## src/rtl/mem_arbiter_if.sv

```systemverilog
// ---------------------------------------------------------------------------
// mem_arbiter_if
//   Bundles the signals between two requesters (A = CPU, B = DMA), the
//   arbiter and a single synchronous memory.
//
//   Port A / Port B (x = a|b):
//     x_req    requester -> arbiter   access request, held until x_gnt
//     x_wr     requester -> arbiter   1 = write, 0 = read
//     x_wide   requester -> arbiter   1 = 16-bit, 0 = 8-bit access
//     x_addr   requester -> arbiter   16-bit address
//     x_wdata  requester -> arbiter   16-bit write data
//     x_gnt    arbiter -> requester   access accepted this cycle
//     x_rvalid arbiter -> requester   x_rdata holds read data this cycle
//     x_rdata  arbiter -> requester   16-bit read data
//   Memory:
//     mem_en, mem_wr, mem_wide, mem_addr, mem_din   arbiter -> memory
//     mem_dout                                      memory -> arbiter
//
//   modport slave  : the arbiter's view
//   modport master : the environment's view (requesters plus memory)
// ---------------------------------------------------------------------------
interface mem_arbiter_if;
    logic        a_req;
    logic        a_wr;
    logic        a_wide;
    logic [15:0] a_addr;
    logic [15:0] a_wdata;
    logic        a_gnt;
    logic        a_rvalid;
    logic [15:0] a_rdata;

    logic        b_req;
    logic        b_wr;
    logic        b_wide;
    logic [15:0] b_addr;
    logic [15:0] b_wdata;
    logic        b_gnt;
    logic        b_rvalid;
    logic [15:0] b_rdata;

    logic        mem_en;
    logic        mem_wr;
    logic        mem_wide;
    logic [15:0] mem_addr;
    logic [15:0] mem_din;
    logic [15:0] mem_dout;

    modport slave (
        input  a_req, a_wr, a_wide, a_addr, a_wdata,
        output a_gnt, a_rvalid, a_rdata,
        input  b_req, b_wr, b_wide, b_addr, b_wdata,
        output b_gnt, b_rvalid, b_rdata,
        output mem_en, mem_wr, mem_wide, mem_addr, mem_din,
        input  mem_dout
    );

    modport master (
        output a_req, a_wr, a_wide, a_addr, a_wdata,
        input  a_gnt, a_rvalid, a_rdata,
        output b_req, b_wr, b_wide, b_addr, b_wdata,
        input  b_gnt, b_rvalid, b_rdata,
        input  mem_en, mem_wr, mem_wide, mem_addr, mem_din,
        output mem_dout
    );
endinterface

```

## src/rtl/mem_arbiter.sv

```systemverilog
// ---------------------------------------------------------------------------
// mem_arbiter
//   Two-port arbiter in front of one synchronous memory. Port A (CPU) has
//   priority; port B (DMA) gains priority once it has been denied for
//   MAX_WAIT cycles, which bounds its starvation. Grants and the memory
//   strobe are combinational so a granted access reaches the memory in the
//   same cycle. Memory read data returns one cycle after the strobe and is
//   flagged with rvalid on whichever port issued the read.
//
//   Parameters:
//     MAX_WAIT  denied cycles before port B overrides port A (1..15)
//   Ports:
//     clk    single clock
//     reset  synchronous, active-high reset
//     bus    mem_arbiter_if.slave (port A, port B and memory signals)
// ---------------------------------------------------------------------------
module mem_arbiter #(
    parameter int MAX_WAIT = 4
) (
    input  logic          clk,
    input  logic          reset,
    mem_arbiter_if.slave  bus
);

    typedef enum logic {
        PORT_A = 1'b0,
        PORT_B = 1'b1
    } port_e;

    localparam logic [3:0] MAX_WAIT_C = 4'(MAX_WAIT);

    // Saturating 4-bit increment for the starvation counter.
    function automatic logic [3:0] sat_inc4(input logic [3:0] v);
        return (v == 4'hF) ? v : v + 4'd1;
    endfunction

    logic [3:0] wait_cnt_q, wait_cnt_d;
    logic       rd_pend_q,  rd_pend_d;
    port_e      rd_port_q,  rd_port_d;

    logic        b_prio;
    logic        a_gnt;
    logic        b_gnt;
    logic        mem_wr;
    logic        mem_wide;
    logic [15:0] mem_addr;
    logic [15:0] mem_din;

    // Grant decision. Width flags never take part in it.
    always_comb begin
        b_prio = (wait_cnt_q >= MAX_WAIT_C);
        a_gnt  = 1'b0;
        b_gnt  = 1'b0;
        if (!reset) begin
            if (bus.a_req && !(bus.b_req && b_prio)) begin
                a_gnt = 1'b1;
            end else if (bus.b_req) begin
                b_gnt = 1'b1;
            end
        end
    end

    // Memory-side mux: attributes of the winner, all zero when idle.
    always_comb begin
        mem_wr   = 1'b0;
        mem_wide = 1'b0;
        mem_addr = 16'h0000;
        mem_din  = 16'h0000;
        if (a_gnt) begin
            mem_wr   = bus.a_wr;
            mem_wide = bus.a_wide;
            mem_addr = bus.a_addr;
            mem_din  = bus.a_wdata;
        end else if (b_gnt) begin
            mem_wr   = bus.b_wr;
            mem_wide = bus.b_wide;
            mem_addr = bus.b_addr;
            mem_din  = bus.b_wdata;
        end
    end

    // Next state: starvation counter and read-return tracking.
    always_comb begin
        wait_cnt_d = wait_cnt_q;
        if (b_gnt) begin
            wait_cnt_d = 4'd0;
        end else if (bus.b_req) begin
            wait_cnt_d = sat_inc4(wait_cnt_q);
        end
        // Tracking is rewritten every cycle, so back-to-back reads from
        // alternating ports each steer their own return beat.
        rd_pend_d = (a_gnt || b_gnt) && !mem_wr;
        rd_port_d = b_gnt ? PORT_B : PORT_A;
    end

    always_ff @(posedge clk) begin
        if (reset) begin
            wait_cnt_q <= 4'd0;
            rd_pend_q  <= 1'b0;
            rd_port_q  <= PORT_A;
        end else begin
            wait_cnt_q <= wait_cnt_d;
            rd_pend_q  <= rd_pend_d;
            rd_port_q  <= rd_port_d;
        end
    end

    assign bus.a_gnt    = a_gnt;
    assign bus.b_gnt    = b_gnt;
    assign bus.mem_en   = a_gnt | b_gnt;
    assign bus.mem_wr   = mem_wr;
    assign bus.mem_wide = mem_wide;
    assign bus.mem_addr = mem_addr;
    assign bus.mem_din  = mem_din;

    // Reset gates rvalid directly so a read granted just before reset
    // asserts never returns.
    assign bus.a_rvalid = !reset && rd_pend_q && (rd_port_q == PORT_A);
    assign bus.b_rvalid = !reset && rd_pend_q && (rd_port_q == PORT_B);

    // The memory output is shared; rvalid qualifies it per port.
    assign bus.a_rdata  = bus.mem_dout;
    assign bus.b_rdata  = bus.mem_dout;

endmodule

```

## src/flat_wrapper.sv

```systemverilog
// flat-port wrapper written by rule: the top's interface ports become plain ports
module mem_arbiter_flat 
#(
    parameter int MAX_WAIT = 4
)
  (clk, reset, bus_a_req, bus_a_wr, bus_a_wide, bus_a_addr, bus_a_wdata, bus_a_gnt, bus_a_rvalid, bus_a_rdata, bus_b_req, bus_b_wr, bus_b_wide, bus_b_addr, bus_b_wdata, bus_b_gnt, bus_b_rvalid, bus_b_rdata, bus_mem_en, bus_mem_wr, bus_mem_wide, bus_mem_addr, bus_mem_din, bus_mem_dout);
  mem_arbiter_if bus_i ();
  input  logic clk;
  input  logic reset;
  input wire logic [$bits(bus_i.a_req)-1:0] bus_a_req;
  input wire logic [$bits(bus_i.a_wr)-1:0] bus_a_wr;
  input wire logic [$bits(bus_i.a_wide)-1:0] bus_a_wide;
  input wire logic [$bits(bus_i.a_addr)-1:0] bus_a_addr;
  input wire logic [$bits(bus_i.a_wdata)-1:0] bus_a_wdata;
  output wire logic [$bits(bus_i.a_gnt)-1:0] bus_a_gnt;
  output wire logic [$bits(bus_i.a_rvalid)-1:0] bus_a_rvalid;
  output wire logic [$bits(bus_i.a_rdata)-1:0] bus_a_rdata;
  input wire logic [$bits(bus_i.b_req)-1:0] bus_b_req;
  input wire logic [$bits(bus_i.b_wr)-1:0] bus_b_wr;
  input wire logic [$bits(bus_i.b_wide)-1:0] bus_b_wide;
  input wire logic [$bits(bus_i.b_addr)-1:0] bus_b_addr;
  input wire logic [$bits(bus_i.b_wdata)-1:0] bus_b_wdata;
  output wire logic [$bits(bus_i.b_gnt)-1:0] bus_b_gnt;
  output wire logic [$bits(bus_i.b_rvalid)-1:0] bus_b_rvalid;
  output wire logic [$bits(bus_i.b_rdata)-1:0] bus_b_rdata;
  output wire logic [$bits(bus_i.mem_en)-1:0] bus_mem_en;
  output wire logic [$bits(bus_i.mem_wr)-1:0] bus_mem_wr;
  output wire logic [$bits(bus_i.mem_wide)-1:0] bus_mem_wide;
  output wire logic [$bits(bus_i.mem_addr)-1:0] bus_mem_addr;
  output wire logic [$bits(bus_i.mem_din)-1:0] bus_mem_din;
  input wire logic [$bits(bus_i.mem_dout)-1:0] bus_mem_dout;
  assign bus_i.a_req = bus_a_req;
  assign bus_i.a_wr = bus_a_wr;
  assign bus_i.a_wide = bus_a_wide;
  assign bus_i.a_addr = bus_a_addr;
  assign bus_i.a_wdata = bus_a_wdata;
  assign bus_a_gnt = bus_i.a_gnt;
  assign bus_a_rvalid = bus_i.a_rvalid;
  assign bus_a_rdata = bus_i.a_rdata;
  assign bus_i.b_req = bus_b_req;
  assign bus_i.b_wr = bus_b_wr;
  assign bus_i.b_wide = bus_b_wide;
  assign bus_i.b_addr = bus_b_addr;
  assign bus_i.b_wdata = bus_b_wdata;
  assign bus_b_gnt = bus_i.b_gnt;
  assign bus_b_rvalid = bus_i.b_rvalid;
  assign bus_b_rdata = bus_i.b_rdata;
  assign bus_mem_en = bus_i.mem_en;
  assign bus_mem_wr = bus_i.mem_wr;
  assign bus_mem_wide = bus_i.mem_wide;
  assign bus_mem_addr = bus_i.mem_addr;
  assign bus_mem_din = bus_i.mem_din;
  assign bus_i.mem_dout = bus_mem_dout;
  mem_arbiter #(.MAX_WAIT(MAX_WAIT)) u_core (.clk(clk), .reset(reset), .bus(bus_i));
endmodule
```

## config.mk

```make
export PLATFORM = sky130hd
export DESIGN_NAME = mem_arbiter_flat
export DESIGN_NICKNAME = d
export VERILOG_FILES = /design/src/rtl/mem_arbiter_if.sv /design/src/rtl/mem_arbiter.sv /design/src/flat_wrapper.sv
export SDC_FILE = /design/constraint.sdc
export NUM_CORES = 1
export LEC_CHECK = 0
export BUFFER_PORTS_ARGS = -buffer_cell sky130_fd_sc_hd__buf_2
export CAP_MARGIN = 20
export CORE_MARGIN = 2
export CORE_UTILIZATION = 28
export CTS_CLUSTER_DIAMETER = 40
export CTS_CLUSTER_SIZE = 20
export DETAILED_ROUTE_END_ITERATION = 16
export PLACE_DENSITY = 0.8
export SETUP_SLACK_MARGIN = 0.1
export SLEW_MARGIN = 25
export SYNTH_ARGS = -nofsm -noshare
export SYNTH_HDL_FRONTEND = slang
export SYNTH_SLANG_ARGS = --single-unit
```

## constraint.sdc

```tcl
create_clock -name clk -period 2.08 [get_ports clk]
set_input_delay 0.416 -clock clk [delete_from_list [all_inputs] [get_ports clk]]
set_output_delay 0.416 -clock clk [all_outputs]
set_load 0.02 [all_outputs]
```

; ---- Yosys cells after proc, flatten, opt, wreduce, memory -nomap -nowiden
; Index checks and enable logic that the tools add are counted.
; Widths: inputs -> output; s select.
[classes]
add_sub_neg = 1
n_lt_le_gt_ge = 1
n_eq_ne = 1
n_mux = 14
bitwise_logic = 3
n_reduce_logical = 12
[op_table]
columns = operator, count
row1 = $mux 16, 4
row2 = $mux 1, 10
row3 = $logic_and 1x1->1, 6
row4 = $add 4x1->4 const B, 1
row5 = $eq 4x4->1 const B, 1
row6 = $ge 4x3->1 const B, 1
row7 = $logic_not 1->1, 3
row8 = $not 1->1, 2
row9 = $reduce_and 2->1, 1
row10 = $reduce_or 2->1, 1
row11 = $logic_or 1x1->1, 1
row12 = $or 1x1->1, 1
[totals]
regBits = 6
inputBits = 88
output_inout_bits = 71
word_cells = 35

; ---- Depth between registers and ports, before layout
; Gate-level depths: netlist (run 1).
[depth]
word_depth = 10
mapped_depth = 5

; ---- Worst setup path before layout (run 1)
; Ideal clock, no wire load.
[synth_timing]
path_type = input port to output port
startpoint = in bus_b_req
endpoint = out bus_mem_din[11]
arrival_ns = 1.429
setup_slack_ns = 0.235
stages = 5
path_buffers = 2
cell_sequence = buf_4 o21a_4 nor3b_4 buf_6 a22o_1
[synth_lines]
columns = item, line_no
row1 = "start, declared", flat_wrapper.sv:18  ; input wire logic [$bits(bus_i.b_req)-1:0] bus_b_req;
row2 = $logic_and 1x1->1, mem_arbiter.sv:55  ; if (bus.a_req && !(bus.b_req && b_prio)) begin
row3 = $logic_not 1->1, mem_arbiter.sv:55
row4 = $logic_and 1x1->1, mem_arbiter.sv:55
row5 = $mux 1, mem_arbiter.sv:55
row6 = $mux 1, mem_arbiter.sv:54  ; if (!reset) begin
row7 = via bus_a_gnt, flat_wrapper.sv:15  ; output wire logic [$bits(bus_i.a_gnt)-1:0] bus_a_gnt;
row8 = $mux 16, mem_arbiter.sv:69  ; if (a_gnt) begin
row9 = "end, declared", flat_wrapper.sv:30  ; output wire logic [$bits(bus_i.mem_din)-1:0] bus_mem_din;
; The timed path passes the listed nets, and every way through them passes these cells.

; ---- Worst setup path in the final report (run 1)
[layout_timing]
startpoint = reg u_core.wait_cnt_q[3]
endpoint = out bus_mem_addr[5]
[layout_between]
elab_chain_len = 8
[layout_rtl]
columns = item, line_no
row1 = "start, declared", mem_arbiter.sv:37  ; logic [3:0] wait_cnt_q, wait_cnt_d;
row2 = "start signal, assigned", mem_arbiter.sv:102  ; wait_cnt_q <= wait_cnt_d;
row3 = $ge 4x3->1 (*), mem_arbiter.sv:51  ; b_prio = (wait_cnt_q >= MAX_WAIT_C);
row4 = $logic_and 1x1->1 (*), mem_arbiter.sv:55
row5 = $logic_not 1->1 (*), mem_arbiter.sv:55
row6 = $logic_and 1x1->1 (*), mem_arbiter.sv:55
row7 = $mux 1, mem_arbiter.sv:55
row8 = $mux 1, mem_arbiter.sv:54
row9 = $mux 16, mem_arbiter.sv:74  ; end else if (b_gnt) begin
row10 = $mux 16 (*), mem_arbiter.sv:69
row11 = "end, declared", flat_wrapper.sv:29  ; output wire logic [$bits(bus_i.mem_addr)-1:0] bus_mem_addr;
; Every way passes the cells marked *; elsewhere a longest branch is shown, timed or not.

==> summary.md, run 1 <==
• **status** completed
• **number of sinks on the clock net** 6
• **Synthesis Warnings** 0
• **floorplan core area** 0.00334 sq mm
• **Post-Synth Simple-Gate Area** 16.2%
• **area share of the largest cell type after synthesis** 26.9%
• **Inserted Clock Buffers** 3
• **max_cap viols** 0
• **count of vias placed by the detailed router** 1143
• **mean cell area of the mapped netlist** 8.74 sq um
• **number of enable flip-flop cells after synthesis** 0
• **post-route clock period utilization** 97.7%
• **mean routed wirelength per cell** 15.0 um
• **maximum number of pins on one net before global-route repair** 26
• **die width** 63.1 um
• **router iterations before antenna repair** 4
• **Max Transition Viols Final** 0
• **Compound-Gate Fraction of Synth Area** 37.6%
• **GR Util met3** 5.18%
• **sequential cell area fraction in the yosys report** 12.3%
• **dpl cells** 233
• **Synth area leader** sky130_fd_sc_hd__buf_4
• **share of flip-flops with an asynchronous set or reset after synthesis** 0%
• **minimum hold slack** 0.474 ns
• **XOR/XNOR Fraction of Synth Area** 0%
• **Pwr Total** 0.539 mW
• **unrepaired setup endpoints after global routing** true
• **fraction of the mapped netlist area in adder cells** 1.28%
• **die area** 0.00398 sq mm
• **number of global-route vias before repair** 990
• **global routing met1 resource utilization** 19.5%
• **Total Wirelength** 3.59 mm
• **Hold Path Origin** bus_b_wr
• **H-tree lvl count** 1
• **multiplexer fraction of the synthesized cell area** 0%
• **number of antenna violations at the first check in global routing** 0
• **Setup CP Type** flop to primary output
• **Least-Margin Pin Slew** 0.414 ns
• **launch point of the worst reg-to-reg path** u_core.wait_cnt_q[0]$_SDFFE_PP0P_
• **final hold vios** 0
• **source of the critical timing path** u_core.wait_cnt_q[3]$_SDFFE_PP0P_
• **Final ANT Viol Nets** 0
• **ratio of cells with drive above 1 in the final layout** 71.5%
• **total inserted antenna cells** 0
• **final worst clock skew** 0.00102 ns
• **Startpoint Class** flop
• **clock-pin slew on the worst setup and hold paths** 0.04 ns
• **largest driver fanout on the critical path** 17
• **number of flip-flops and latches in the synthesized netlist** 6
• **Net Count, Synth** 201
• **Final setup viols** 0
• **summed negative setup slack over all endpoints** 0 ns
• **library cell used as clock root buffer** sky130_fd_sc_hd__clkbuf_4
• **Layout Area Growth over Synthesis** 55.0%
• **violation count after the first detailed-route iteration** 57
• **CP max stage cell** sky130_fd_sc_hd__dfxtp_2
• **worst min-delay path class** input pin to flop
• **primary flip-flop cell chosen by synthesis mapping** sky130_fd_sc_hd__dfxtp_1
• **remaining routing DRC violations** 0
• **clock latency at the later pin of the worst-skew pair** 0.24 ns
• **most utilized layer in the global route result** met2
• **HPWL Detailed** 2.62 mm
• **grt met2 use** 25.8%
• **wire length of the first global-routing pass** 4.95 mm
• **detailed-route vias per instance** 4.78
• **area of the mapped netlist** 978 sq um
• **main combinational cell family by area after synthesis** compound AO/OA/AOI/OAI gates
• **Hold Buf Count CTS** 0
• **grt total ovfl** 0
• **maximum buffer depth of the clock tree** 2
• **height of the chip** 63.1 um
• **top post-synthesis cells by area** sky130_fd_sc_hd__buf_4 (27%), sky130_fd_sc_hd__a22o_1 (24%), sky130_fd_sc_hd__dfxtp_1 (12%), sky130_fd_sc_hd__a22o_2 (6.1%), sky130_fd_sc_hd__buf_6 (4.6%)
• **gp weighted congestion** 0.853
• **CTS tree** done
• **leakage power** 0.828 nW
• **number of instances in the synthesized netlist** 112
• **achievable clock frequency** 492 MHz
• **endpoint class of the critical path** primary output
• **cell breakdown of the critical path** o21a_4, nor3b_4, buf_4, buf_12, a22o_1, buf_4
• **maximum single-stage delay on the critical path** 0.35 ns
• **most common cell type on the critical path** sky130_fd_sc_hd__buf_4
• **total power per unit cell area** 356 mW/mm^2
• **data arrival time of the worst path** 1.62 ns
• **Data required, critical path** 1.66 ns
• **Post-Layout Cell Count** 239
• **top-level I/O count** 159
• **Buffers on Ports** 110
• **shortest clock period the worst path allows after layout** 2.03 ns
• **number of cell rows** 21
• **Distinct cells, synth** 30
• **slew margin rel.** 71.7%
• **Final nets** 284
• **core utilization of the finished layout** 45.4%
• **total track usage** 15.8%
• **worst vdd ir** 0.281 mV
• **Initial Utilization** 29.3%
==> through the flow <==
stage,cell area [sq um],worst slack [ns]
2_1_floorplan,978,0.235
3_3_place_gp,1340,0.201
3_5_place_dp,1340,0.183
4_1_cts,1410,0.0367
5_1_grt,1520,-0.0101
6_report,1520,0.0476
==> placed cells by master (no fill, tap or decap) <==
master	n
sky130_fd_sc_hd__inv_1	2
sky130_fd_sc_hd__buf_6	5
sky130_fd_sc_hd__or3_1	1
sky130_fd_sc_hd__a2111oi_0	1
sky130_fd_sc_hd__and3_2	1
sky130_fd_sc_hd__a22o_4	2
sky130_fd_sc_hd__buf_12	2
sky130_fd_sc_hd__nand4_1	1
sky130_fd_sc_hd__o22ai_1	1
sky130_fd_sc_hd__nand2_1	2
sky130_fd_sc_hd__nor3_4	1
sky130_fd_sc_hd__dfxtp_2	2
sky130_fd_sc_hd__a21oi_1	1
sky130_fd_sc_hd__and4_2	1
sky130_fd_sc_hd__a22o_1	25
sky130_fd_sc_hd__a22o_2	6
sky130_fd_sc_hd__nor2b_1	1
sky130_fd_sc_hd__buf_4	30
sky130_fd_sc_hd__a211oi_1	2
sky130_fd_sc_hd__buf_16	1
sky130_fd_sc_hd__and3b_1	1
sky130_fd_sc_hd__dfxtp_1	4
sky130_fd_sc_hd__ha_1	1
sky130_fd_sc_hd__buf_2	80
sky130_fd_sc_hd__nor4_1	1
sky130_fd_sc_hd__o21a_4	1
sky130_fd_sc_hd__clkbuf_4	3
sky130_fd_sc_hd__o21ai_0	2
sky130_fd_sc_hd__nor3_1	2
sky130_fd_sc_hd__nor2_1	4
sky130_fd_sc_hd__nor3b_4	2
sky130_fd_sc_hd__nand2b_1	1
sky130_fd_sc_hd__nand3b_1	1
sky130_fd_sc_hd__o32a_2	1
sky130_fd_sc_hd__nor3b_1	1
==> cell usage after synthesis, types with 2 or more instances <==
cell type                  count
sky130_fd_sc_hd__buf_4        35
sky130_fd_sc_hd__a22o_1       27
sky130_fd_sc_hd__a22o_2        6
sky130_fd_sc_hd__dfxtp_1       6
sky130_fd_sc_hd__buf_6         4
sky130_fd_sc_hd__nor2_1        4
sky130_fd_sc_hd__a211oi_1      2
sky130_fd_sc_hd__inv_1         2
sky130_fd_sc_hd__nand2_1       2
sky130_fd_sc_hd__nor3_1        2
sky130_fd_sc_hd__nor3b_4       2
sky130_fd_sc_hd__o21ai_0       2
==> report_power, final <==
part	total [mW]	switching (mW)	leakage (nW)	internal, mW
registers	0.122	0.00277	0.0500	0.119
clock network	0.107	0.0422	0.0138	0.0653
logic	0.310	0.148	0.764	0.161
==> state kept, by name (all words and copies together), names as in the netlist <==
| register | count |
|---|---|
| u_core.wait_cnt_q | 4 |
| u_core.rd_port_q | 1 |
| u_core.rd_pend_q | 1 |
==> cell families (layout without fill, tap and decap cells) <==
family / count (synthesis) / in the layout
AOI/OAI and AO/OA: 42 / 42
DFF: 6 / 6
buffers and inverters: 42 / 123
adders and majority gates: 1 / 1
and+or+nand+nor: 21 / 21
==> per-layer routing <==
layer | up-vias | share of wire, % | routed length (um)
met5 | - | 0 | 0
met4 | 0 | 0.58 | 21
li1 | 556 | - | -
met1 | 511 | 40 | 1430
met3 | 4 | 10 | 359
met2 | 72 | 50 | 1780
==> critical path, delay by kind of cell (launching register included) <==
family	cells	cell delay (ns)
buffers and inverters	3	0.44
AND/OR/NAND/NOR	1	0.20
AO/OA/AOI/OAI	2	0.38
flip-flops	1	0.35
==> timing repair <==
| action | CTS | global route |
|---|---|---|
| cloned | 1 | 0 |
| endpoints found under the setup margin | 33 | 33 |
| gates resized for setup | 3 | 37 |
| pin swaps | 0 | 0 |
| buffers inserted | 2 | 0 |
| hold endpoints to repair | 0 | 0 |
==> final cells by class <==
class,count,area (sq um)
clock buffers,3,22.5
repair buffers,118,749
inverters,2,7.51
flip-flops and latches,6,123
multi-input cells,64,557
fillers,340,1820
well taps,46,57.6
==> final timing paths <==
| path | to | slack, ns | cells past startpoint |
|---|---|---|---|
| worst max-delay path | bus_mem_addr[5] | 0.05 | 6 |
| worst min-delay path | u_core.rd_pend_q$_SDFF_PP0_ | 0.47 | 3 |
| worst max register to register | u_core.wait_cnt_q[0]$_SDFFE_PP0P_ | 0.67 | 4 |
| worst min register to register | u_core.wait_cnt_q[1]$_SDFFE_PP0P_ | 0.52 | 2 |
No activity file was read; power rests on OpenSTA's default activity.
==> run 2: changes to the inputs <==
--- a/config.mk
+++ b/config.mk
@@ -7,6 +7,7 @@
 export LEC_CHECK = 0
 export BUFFER_PORTS_ARGS = -buffer_cell sky130_fd_sc_hd__buf_2
 export CAP_MARGIN = 20
+export CORE_ASPECT_RATIO = 0.6
 export CORE_MARGIN = 2
 export CORE_UTILIZATION = 28
 export CTS_CLUSTER_DIAMETER = 40
==> run 2 against run 1 <==
Fmax is 1.0% higher; via count increased by 3.3%; wire length grew 2.5%; die area increased by 0.39%; cell count unchanged; register-to-register slack barely moved; worst setup slack gained 0.021 ns; critical path depth unchanged; critical endpoint is now bus_mem_addr[6]; highest routed layer unchanged.
==> summary.md, run 2 (same netlist as run 1, synthesis figures left out) <==
• **status** completed
• **CTS tree** done
• **number of antenna violations at the first check in global routing** 0
• **worst vdd ir** 0.402 mV
• **Pwr Total** 0.615 mW
• **total power per unit cell area** 396 mW/mm^2
• **maximum number of pins on one net before global-route repair** 28
• **achievable clock frequency** 497 MHz
• **router iterations before antenna repair** 5
• **grt total ovfl** 0
• **total track usage** 15.9%
• **final hold vios** 0
• **Initial Utilization** 29.6%
• **detailed-route vias per instance** 4.94
• **Inserted Clock Buffers** 3
• **clock latency at the later pin of the worst-skew pair** 0.22 ns
• **HPWL Detailed** 2.62 mm
• **Filler Cells Inserted** 345
• **Layout Area Growth over Synthesis** 58.7%
• **register with the most flip-flops** u_core.wait_cnt_q
• **max FFs per register** 4
• **largest driver fanout on the critical path** 8
• **total inserted antenna cells** 0
• **count of vias placed by the detailed router** 1181
• **Startpoint Class** flop
• **mean routed wirelength per cell** 15.4 um
• **wire length of the first global-routing pass** 5.04 mm
• **Final setup viols** 0
• **remaining routing DRC violations** 0
• **data arrival time of the worst path** 1.60 ns
• **max_cap viols** 0
• **post-route clock period utilization** 96.7%
• **gp weighted congestion** 0.873
• **Max Transition Viols Final** 0
• **number of sinks on the clock net** 6
• **Buffers on Ports** 110
• **biggest regs** u_core.wait_cnt_q x4, u_core.rd_pend_q x1, u_core.rd_port_q x1
• **top-level I/O count** 159
• **Data required, critical path** 1.66 ns
• **number of global-route vias before repair** 1089
• **commonest non-fill, non-tap cells in the layout** sky130_fd_sc_hd__buf_2 (77), sky130_fd_sc_hd__buf_4 (32), sky130_fd_sc_hd__a22o_1 (27)
• **Least-Margin Pin Slew** 0.340 ns
• **Setup CP Type** flop to primary output
• **worst min-delay path class** input pin to flop
• **maximum buffer depth of the clock tree** 2
• **die area** 0.00400 sq mm
• **storage element area** 123 sq um
• **final worst clock skew** 0.00101 ns
• **number of cell rows** 16
• **multi-input gate area in the final layout** 539 sq um
• **die width** 80.3 um
• **floorplan core area** 0.00330 sq mm
• **Final nets** 285
• **violation count after the first detailed-route iteration** 35
• **leakage power** 0.839 nW
• **most common cell after layout, fill and taps aside** sky130_fd_sc_hd__buf_2
• **Final ANT Viol Nets** 0
• **ratio of cells with drive above 1 in the final layout** 70.6%
• **Total Wirelength** 3.68 mm
• **endpoint class of the critical path** primary output
• **unrepaired setup endpoints after global routing** true
• **summed negative setup slack over all endpoints** 0 ns
• **H-tree lvl count** 1
• **height of the chip** 49.8 um
• **clock-pin slew on the worst setup and hold paths** 0.04 ns
• **shortest clock period the worst path allows after layout** 2.01 ns
• **library cell used as clock root buffer** sky130_fd_sc_hd__clkbuf_8
• **slew margin rel.** 76.7%
-- run 2: cell types whose count changed in the layout (fill, tap and decap cells not counted), sizes merged --
cell    change
clkbuf      +1
-- run 2: critical path, cell delays in order, from the launching register on --
cell and delay (ns):
sky130_fd_sc_hd__dfxtp_2 0.34, sky130_fd_sc_hd__o21a_4 0.23, sky130_fd_sc_hd__nor3b_4 0.22, sky130_fd_sc_hd__buf_6 0.16, sky130_fd_sc_hd__clkbuf_16 0.15, sky130_fd_sc_hd__a22o_1 0.12
sky130_fd_sc_hd__buf_4 0.13
-- run 2: through the flow --
step           setup WS (ns)  instance area, sq um  hold slack (ns)  utilization, %  std cells
2_1_floorplan          0.235                   978            0.479               -        112
3_3_place_gp           0.180                  1330            0.506            40.2        231
3_5_place_dp           0.132                  1330            0.510            40.2        231
4_1_cts               0.0712                  1500            0.504            45.5        238
5_1_grt               0.0112                  1550            0.524            47.0        239
6_report              0.0684                  1550            0.523            47.0        239
-- run 2: final cells by class --
class / instances / share of cell area [%]
repair buffers: 119 / 50.6
multi-input cells: 64 / 34.7
flip-flops and latches: 6 / 7.90
well taps: 45 / 3.63
clock buffers: 3 / 2.66
inverters: 2 / 0.483
-- run 2: metal layers --
metal	vias up	wire length (um)	track usage (%)
met2	85	1760	27.8
met5	-	0	0
met4	0	5	2.82
met1	531	1510	18.3
li1	563	-	-
met3	2	400	6.78
-- run 2: what timing repair did --
action | 4_1_cts | 5_1_grt
gates resized for setup | 35 | 7
endpoints found under the setup margin | 31 | 33
hold endpoints to repair | 0 | 0
hold buffers | 0 | 0
pin swaps | 2 | 5
setup buffers | 3 | 0
cloned | 1 | 1
-- run 2: final timing paths --
kind                                                         from                                 to  slack [ns]  depth (start not counted)
worst max-delay path            u_core.wait_cnt_q[3]$_SDFFE_PP0P_                    bus_mem_addr[6]        0.07                          6
worst min-delay path                                     bus_b_wr        u_core.rd_pend_q$_SDFF_PP0_        0.52                          3
worst max register to register  u_core.wait_cnt_q[0]$_SDFFE_PP0P_  u_core.wait_cnt_q[0]$_SDFFE_PP0P_        0.66                          4
worst min register to register  u_core.wait_cnt_q[0]$_SDFFE_PP0P_  u_core.wait_cnt_q[0]$_SDFFE_PP0P_        0.53                          2
-- run 2: power breakdown --
group	switching (mW)	internal, mW	total (mW)
sequential	0.00257	0.120	0.122
combinational	0.148	0.166	0.313
clock	0.0545	0.125	0.179
==> run 3: changes to the inputs <==
--- a/config.mk
+++ b/config.mk
@@ -7,13 +7,15 @@
 export LEC_CHECK = 0
 export BUFFER_PORTS_ARGS = -buffer_cell sky130_fd_sc_hd__buf_2
 export CAP_MARGIN = 20
+export CELL_PAD_IN_SITES_DETAIL_PLACEMENT = 1
+export CELL_PAD_IN_SITES_GLOBAL_PLACEMENT = 2
 export CORE_ASPECT_RATIO = 0.6
 export CORE_MARGIN = 2
-export CORE_UTILIZATION = 28
+export CORE_UTILIZATION = 12
 export CTS_CLUSTER_DIAMETER = 40
 export CTS_CLUSTER_SIZE = 20
 export DETAILED_ROUTE_END_ITERATION = 16
-export PLACE_DENSITY = 0.8
+export PLACE_DENSITY_LB_ADDON = 0.1
 export SETUP_SLACK_MARGIN = 0.1
 export SLEW_MARGIN = 25
 export SYNTH_ARGS = -nofsm -noshare
==> constraint.sdc (replaced) <==
create_clock -name clk -period 2.08 [get_ports clk]
set_input_delay 0.416 -clock clk [delete_from_list [all_inputs] [get_ports clk]]
set_output_delay 0.416 -clock clk [all_outputs]
set_load 0.05 [all_outputs]
==> run 3 against run 2 <==
Register-to-register slack hardly changed; via count is 5.4% higher; highest routed layer unchanged; largest cell class unchanged; first-iteration DRC count is 34% lower; sequential share of layout area is 1.8 points lower.
==> summary.md, run 3 (same netlist as run 1, synthesis figures left out) <==
• **achievable clock frequency** 483 MHz
• **floorplan core area** 0.00788 sq mm
• **library cell used as clock root buffer** sky130_fd_sc_hd__clkbuf_16
• **endpoint class of the critical path** primary output
• **Max Transition Viols Final** 0
• **Final ANT Viol Nets** 0
• **max_cap viols** 0
• **Worst Reg-to-Reg Cells** 4
• **total inserted antenna cells** 0
• **top-level I/O count** 159
• **Data required, critical path** 1.66 ns
• **detailed-route vias per instance** 4.07
• **clock latency at the later pin of the worst-skew pair** 0.23 ns
• **data arrival time of the worst path** 1.66 ns
• **Setup CP Type** flop to primary output
• **die width** 121 um
• **worst min-delay path class** input pin to flop
• **CTS tree** done
• **grt met2 use** 17.5%
• **Final nets** 289
• **violation count after the first detailed-route iteration** 23
• **die area** 0.00892 sq mm
• **largest driver fanout on the critical path** 4
• **slew margin rel.** 74.3%
• **height of the chip** 73.9 um
• **number of cell rows** 25
• **Buffers on Ports** 110
• **mean routed wirelength per cell** 17.2 um
• **global routing met1 resource utilization** 11.6%
• **biggest regs** u_core.wait_cnt_q x4, u_core.rd_pend_q x1, u_core.rd_port_q x1
• **Startpoint Class** flop
• **final worst clock skew** 0.00145 ns
• **unrepaired setup endpoints after global routing** true
• **register with the most flip-flops** u_core.wait_cnt_q
• **gp weighted congestion** 0.762
• **remaining routing DRC violations** 0
• **Initial Utilization** 12.4%
• **final hold vios** 0
• **post-route setup slack** 0.00784 ns
• **worst vdd ir** 0.180 mV
• **post-route clock period utilization** 99.6%
• **flop-to-flop setup slack** 0.65 ns
• **grt total ovfl** 0
• **Final setup viols** 0
• **HPWL Detailed** 3.81 mm
• **ratio of cells with drive above 1 in the final layout** 83.3%
• **placed cell area** 0.00146 sq mm
• **Layout Area Growth over Synthesis** 115%
• **commonest non-fill, non-tap cells in the layout** sky130_fd_sc_hd__buf_2 (76), sky130_fd_sc_hd__buf_8 (21), sky130_fd_sc_hd__a22o_4 (18)
• **most common cell after layout, fill and taps aside** sky130_fd_sc_hd__buf_2
• **hold depth** 3
• **Least-Margin Pin Slew** 0.376 ns
• **number of antenna violations at the first check in global routing** 0
• **maximum buffer depth of the clock tree** 2
• **GR Util met3** 3.53%
• **status** completed
• **setup slack at placement** 0.118 ns
• **wire length of the first global-routing pass** 6.98 mm
• **Inserted Clock Buffers** 3
• **most utilized layer in the global route result** met2
• **clock-pin slew on the worst setup and hold paths** 0.03 ns
• **total power per unit cell area** 457 mW/mm^2
• **router iterations before antenna repair** 4
• **max FFs per register** 4
• **count of vias placed by the detailed router** 1245
• **total track usage** 10.1%
• **leakage power** 1.04 nW
• **number of global-route vias before repair** 1325
• **Hold Buf Count CTS** 0
• **maximum number of pins on one net before global-route repair** 35
• **post-route design area** 0.00211 sq mm
• **shortest clock period the worst path allows after layout** 2.07 ns
• **H-tree lvl count** 1
• **number of sinks on the clock net** 6
• **Total Wirelength** 5.26 mm
## run 3: cell types whose count changed in the layout (fill, tap and decap cells not counted), moves of 8 or more
cell and change:
sky130_fd_sc_hd__buf_4 -27, sky130_fd_sc_hd__a22o_1 -23, sky130_fd_sc_hd__buf_8 +21, sky130_fd_sc_hd__a22o_4 +18
sky130_fd_sc_hd__buf_6 +8
## run 3: final timing paths
check,from,end
min,bus_b_wr,u_core.rd_pend_q$_SDFF_PP0_
min reg2reg,u_core.wait_cnt_q[1]$_SDFFE_PP0P_,u_core.wait_cnt_q[1]$_SDFFE_PP0P_
max,u_core.wait_cnt_q[2]$_SDFFE_PP0P_,bus_mem_din[11]
max reg2reg,u_core.wait_cnt_q[0]$_SDFFE_PP0P_,u_core.wait_cnt_q[0]$_SDFFE_PP0P_
## run 3: area by class of cell
type / instances / area, sq um
clock buffer: 3 / 75.1
fill: 935 / 5780
inverter: 2 / 7.51
multi-input combinational: 64 / 708
sequential: 6 / 128
tap: 108 / 135
timing repair buffer: 123 / 1050
## run 3: where the power goes
part	internal, mW	total, mW	switching (mW)
combinational	0.245	0.530	0.286
sequential	0.117	0.120	0.00307
clock	0.247	0.312	0.0651
total	0.609	0.963	0.354
## run 3: critical path, stage by stage (launching register included)
cell and delay (ns):
sky130_fd_sc_hd__dfxtp_4 0.36, sky130_fd_sc_hd__o21a_4 0.24, sky130_fd_sc_hd__nor3b_4 0.23, sky130_fd_sc_hd__buf_6 0.17, sky130_fd_sc_hd__clkbuf_16 0.14, sky130_fd_sc_hd__a22o_2 0.14
sky130_fd_sc_hd__buf_6 0.15
## run 3: what timing repair did
| item | CTS | global route |
|---|---|---|
| cloned | 1 | 3 |
| setup endpoints to repair | 35 | 34 |
| gates resized for setup | 81 | 36 |
| setup buffers | 2 | 1 |
| pin swaps | 1 | 3 |
## run 3: per-stage QoR
step / power, mW / util [%] / cells / hold WS [ns] / setup TNS [ns]
2_1_floorplan: 0.544 / - / 112 / 0.479 / 0
3_3_place_gp: 0.508 / 18.5 / 296 / 0.493 / 0
3_5_place_dp: 0.509 / 18.5 / 296 / 0.527 / 0
4_1_cts: 0.909 / 23.2 / 302 / 0.497 / -0.0583
5_1_grt: 1.01 / 26.7 / 306 / 0.502 / -0.901
6_report: 0.963 / 26.7 / 306 / 0.501 / 0
## run 3: routing by layer
metal	share of wire (%)	wire length, um	vias up
met2	47	2490	73
met4	1.8	93	0
met5	0	0	-
met3	9.7	508	17
li1	-	-	575
met1	41	2180	580
